### src/rtl/univ_shift_reg.sv
// Universal shift register: parallel load/clear/hold in a single cycle,
// multi-cycle shift/rotate executed as N single-bit steps with busy/done handshake.
module univ_shift_reg #(
    parameter int unsigned           WIDTH     = 32,
    parameter int unsigned           AMT_W     = 6,
    parameter logic [WIDTH-1:0]      RESET_VAL = '0
) (
    input  logic             clk,
    input  logic             rst,
    input  logic             start,
    input  logic [2:0]       op,
    input  logic [AMT_W-1:0] amt,
    input  logic [WIDTH-1:0] d_in,
    input  logic             ser_in,
    output logic [WIDTH-1:0] q,
    output logic             ser_out,
    output logic             busy,
    output logic             done
);

    localparam logic [2:0] OP_HOLD  = 3'b000;
    localparam logic [2:0] OP_LOAD  = 3'b001;
    localparam logic [2:0] OP_SHL   = 3'b010;
    localparam logic [2:0] OP_SHR   = 3'b011;
    localparam logic [2:0] OP_ROL   = 3'b100;
    localparam logic [2:0] OP_ROR   = 3'b101;
    localparam logic [2:0] OP_ASR   = 3'b110;
    localparam logic [2:0] OP_CLEAR = 3'b111;

    typedef enum logic {
        IDLE  = 1'b0,
        SHIFT = 1'b1
    } state_e;

    state_e           state_q;
    logic [2:0]       op_q;
    logic [AMT_W-1:0] cnt_q;
    logic [WIDTH-1:0] q_q;
    logic             ser_q;
    logic             busy_q;
    logic             done_q;

    logic [WIDTH-1:0] shift_q_d;
    logic             shift_ser_d;

    // One-bit step of the latched shift operation applied to the current register value
    always_comb begin
        shift_q_d   = q_q;
        shift_ser_d = ser_q;
        case (op_q)
            OP_SHL: begin
                shift_q_d   = {q_q[WIDTH-2:0], ser_in};
                shift_ser_d = q_q[WIDTH-1];
            end
            OP_SHR: begin
                shift_q_d   = {ser_in, q_q[WIDTH-1:1]};
                shift_ser_d = q_q[0];
            end
            OP_ROL: begin
                shift_q_d   = {q_q[WIDTH-2:0], q_q[WIDTH-1]};
                shift_ser_d = q_q[WIDTH-1];
            end
            OP_ROR: begin
                shift_q_d   = {q_q[0], q_q[WIDTH-1:1]};
                shift_ser_d = q_q[0];
            end
            OP_ASR: begin
                shift_q_d   = {q_q[WIDTH-1], q_q[WIDTH-1:1]};
                shift_ser_d = q_q[0];
            end
            default: begin
                shift_q_d   = q_q;
                shift_ser_d = ser_q;
            end
        endcase
    end

    // Control FSM and datapath registers; done is a single-cycle pulse by default-clear
    always_ff @(posedge clk or posedge rst) begin
        if (rst) begin
            state_q <= IDLE;
            op_q    <= OP_HOLD;
            cnt_q   <= '0;
            q_q     <= RESET_VAL;
            ser_q   <= 1'b0;
            busy_q  <= 1'b0;
            done_q  <= 1'b0;
        end else begin
            done_q <= 1'b0;
            case (state_q)
                IDLE: begin
                    if (start) begin
                        case (op)
                            OP_HOLD: begin
                                done_q <= 1'b1;
                            end
                            OP_LOAD: begin
                                q_q    <= d_in;
                                done_q <= 1'b1;
                            end
                            OP_CLEAR: begin
                                q_q    <= '0;
                                done_q <= 1'b1;
                            end
                            default: begin
                                // Zero-length shift completes immediately without touching q
                                if (amt == '0) begin
                                    done_q <= 1'b1;
                                end else begin
                                    state_q <= SHIFT;
                                    busy_q  <= 1'b1;
                                    op_q    <= op;
                                    cnt_q   <= amt;
                                end
                            end
                        endcase
                    end
                end
                SHIFT: begin
                    q_q   <= shift_q_d;
                    ser_q <= shift_ser_d;
                    cnt_q <= cnt_q - AMT_W'(1);
                    // Last step: count reaches zero here, never wraps below it
                    if (cnt_q == AMT_W'(1)) begin
                        state_q <= IDLE;
                        busy_q  <= 1'b0;
                        done_q  <= 1'b1;
                    end
                end
            endcase
        end
    end

    assign q       = q_q;
    assign ser_out = ser_q;
    assign busy    = busy_q;
    assign done    = done_q;

endmodule

### config.mk
export PLATFORM = sky130hd
export DESIGN_NAME = univ_shift_reg
export DESIGN_NICKNAME = d
export VERILOG_FILES = /design/src/rtl/univ_shift_reg.sv
export SDC_FILE = /design/constraint.sdc
export NUM_CORES = 1
export LEC_CHECK = 0
export BUFFER_PORTS_ARGS = -buffer_cell sky130_fd_sc_hd__buf_2
export CAP_MARGIN = 20
export CORE_ASPECT_RATIO = 0.6
export CORE_MARGIN = 2
export CORE_UTILIZATION = 29
export DETAILED_ROUTE_END_ITERATION = 10
export GPL_ROUTABILITY_DRIVEN = 0
export RECOVER_POWER = 25
export SLEW_MARGIN = 20
export SYNTH_ARGS = -nofsm -noshare
export SYNTH_HDL_FRONTEND = slang
export SYNTH_SLANG_ARGS = --single-unit
### constraint.sdc
create_clock -name clk -period 5.12 [get_ports clk]
set_clock_uncertainty 0.1 [all_clocks]
set_input_delay 0.512 -clock clk [delete_from_list [all_inputs] [get_ports clk]]
set_output_delay 0.512 -clock clk [all_outputs]
set_load 0.05 [all_outputs]
==> impl_metrics.yaml <==
clock_tree:
  insertion_delay_ps: 290
  cts_tree: "done"
  clkTransAtPathRegs_ps: 70
  cts.sinks: 45
  root_buffer: "clkbuf_16"
  cts-buffers-inserted: 5
  post_cts_buffers: 0
  h-tree-depth: 2
  cts_hold_buf: 0
  ctsResizeCount: 0
  clockBufferDepth: 2
worst_hold_path:
  hold_path.class: "input pin to flip-flop"
  hold-path-cell-count: 3
  hold_path_startpoint: "amt[5]"
  min_to: "cnt_q[5]$_DFFE_PP0P_"
pwr:
  power.switching_mw: 1.61
  finalPower_mw: 3.03
  total_leakage_power_nw: 1.55
  switching_share: 0.531
  pwr-share-clk: 0.124
  sequentialPowerShare: 0.244
  peakVddDrop_mv: 0.361
  combPwrFrac: 0.631
  power.density_nw_per_um2: 778
  p_int_mw: 1.42
detailed_routing:
  top_layer_used: "met4"
  vias: 3376
  drtIter0Drc: 246
  wl_per_cell_um: 16.6
  drc: 0
  wl_met2_um: 4260
  ant_nets: 0
  wl_met3_um: 606
  drt_first_pass_iters: 5
  viasPerCell: 5.53
  wl_met1_um: 5170
  drt_wl_total_um: 10100
global_route:
  antenna_found_initial: 0
  gr-total-overflow: 0
  grt_max_degree: 63
  grt_pass1_vias: 3207
  grt_first_pass_wirelength_um: 16700
  track_usage: 0.168
floorplanning:
  core_region_area_um2: 11200
  dieArea_um2: 12300
  rows: 30
  die_h_um: 86.9
  start_util: 0.296
  die_w_um: 142
  io_pins: 80
yosys:
  synth-compound-area-share: 0.314
  synth_top_family_by_area: "compound AO/OA/AOI/OAI gates"
  synth_cells: 412
  yosys.area_share.adder: 0.0109
  syn_nets: 459
  ys_ff_latch: 45
  synth_edf_count: 0
  synth_mux_area_frac: 0.0351
  synth_ff_type: "dfrtp_1"
  syn_area_um2: 3320
  yosys_warnings: 0
  avgSynthCellArea_um2: 8.06
  ys_seq_area_frac: 0.339
  async_flop_share: 1.00
  synth_xor_area_frac: 0.0102
  synthSimpleGateAreaFrac: 0.220
  ys_types: 51
critical_path:
  cp.required_ps: 5190
  reg2reg_to: "q[31]$_DFFE_PP0P_"
  crit_chain: "nand2_1 -> o22ai_1 -> o21ai_1 -> a32o_1 -> mux2_2"
  critPathCaptureType: "flip-flop"
  critPathMaxStageDelay_ps: 970
  critPathSlowestCell: "dfrtp_1"
  worstSetupPathType: "flip-flop to flip-flop"
  crit_fanout: 29
  rrSetupSlack_ps: 2410
  r2r_start: "op_q[0]$_DFFE_PP0P_"
  crit_arrival_ps: 2780
  startpoint_type: "flip-flop"
  r2r_cells: 5
placement:
  dp_slack_ps: 2370
  place.detailed.hpwl_um: 6910
  io_buffers: 79
  place_inst: 602
sta:
  maxSlewHeadroom: -0.414
  tightest_slew_ps: 2110
  rsz0062_at_grt: "false"
  max_freq_mhz: 369
  finalHoldViolations: 0
  setup_viol: 0
  setup_slack_ps: 2410
  post-route-period-util: 0.530
  finalMaxSlewViolations: 46
  tns_ps: 0
  post-route-min-period_ps: 2710
finish:
  stdcell_count: 610
  n_antenna_cell: 0
  post-route-util: 0.347
  area_growth_pct: 17.5
  fin_nets: 512
  drive_above_1_share: 0.232
  final_cell_mix: "79 x nand2_1, 79 x buf_2, 45 x dfrtp_1, 30 x nor2_1, 23 x a21oi_1"
job:
  maxCapViolations: 1
outcome:
  outcome: "finished, violations left"
  failed_checks: "capacitance limit, slew limit"
-- per-layer routing --
layer / track usage / up-vias
met5: 0 / -
li1: - / 1626
met1: 0.249 / 1632
met3: 0.0429 / 8
met2: 0.248 / 110
met4: 0.0355 / 0
-- metrics by stage --
step / area (um^2) / hold WS, ps
after floorplan: 3320 / 370
after global placement: 3720 / 364
after detailed placement: 3720 / 382
after CTS: 3890 / 365
after global routing: 3900 / 384
final: 3900 / 365
-- cells by family after synthesis --
| group | after synthesis |
|---|---|
| flip-flops | 45 |
| buffers and inverters | 44 |
| adder cells (fa/ha/maj) | 3 |
| AO/OA/AOI/OAI | 147 |
| XOR/XNOR | 3 |
| multiplexers | 11 |
| AND/OR/NAND/NOR | 159 |
-- Yosys cell counts (9+ instances only) --
master     number  area, um^2
nand2_1        79         297
dfrtp_1        45        1130
nor2_1         31         116
a21oi_1        23         115
o221ai_1       19         166
o22a_1         18         158
a31oi_1        15        93.8
o22ai_1        14        87.6
buf_2          13        65.1
clkbuf_1       13        48.8
nor2b_1        12        75.1
o2111ai_1      12         105
o21ai_1        11        55.1
and2_1         10        62.6
o21a_1         10        75.1
nand2b_1        9        56.3
o21ai_0         9        45.0
-- power by group through the flow --
stage / logic, mW / registers (mW) / clock network [mW]
global placement: 1.85 / 0.732 / 0
global route: 2.10 / 0.771 / 0.402
detailed placement: 1.91 / 0.743 / 0
CTS: 1.92 / 0.738 / 0.383
finish: 1.91 / 0.742 / 0.377
floorplan: 1.27 / 1.02 / 0
-- how the worst max path moves through the flow --
stage	slack [ps]	end	startpoint	depth (start not counted)
6_report	2410	q[31]$_DFFE_PP0P_	op_q[0]$_DFFE_PP0P_	5
3_5_place_dp	2370	q[21]$_DFFE_PP0P_	op_q[0]$_DFFE_PP0P_	5
2_1_floorplan	3330	cnt_q[2]$_DFFE_PP0P_	amt[4]	5
3_3_place_gp	2470	q[16]$_DFFE_PP0P_	op_q[0]$_DFFE_PP0P_	5
4_1_cts	2350	q[30]$_DFFE_PP0P_	op_q[0]$_DFFE_PP0P_	5
5_1_grt	2140	q[31]$_DFFE_PP0P_	op_q[0]$_DFFE_PP0P_	5
-- critical path, delay by kind of cell (launching register included) --
family | cells | cell delay, ps
flip-flops | 1 | 970
AO/OA/AOI/OAI | 3 | 630
AND/OR/NAND/NOR | 1 | 620
multiplexers | 1 | 250
-- cell type report --
| cell class | instances | area, um^2 |
|---|---|---|
| inverters | 7 | 30.0 |
| multi-input cells | 323 | 1970 |
| clock buffers | 6 | 129 |
| repair buffers | 83 | 425 |
| well taps | 144 | 180 |
| clock inverters | 2 | 38.8 |
| fillers | 1166 | 7320 |
| flip-flops and latches | 45 | 1130 |
-- sequential cells by signal (all words and copies together) (netlist names) --
signal / cells
cnt_q: 6
op_q: 3
done: 1
state_q: 1
busy: 1
ser_out: 1
q: 32
(Power assumes the default switching activity.)
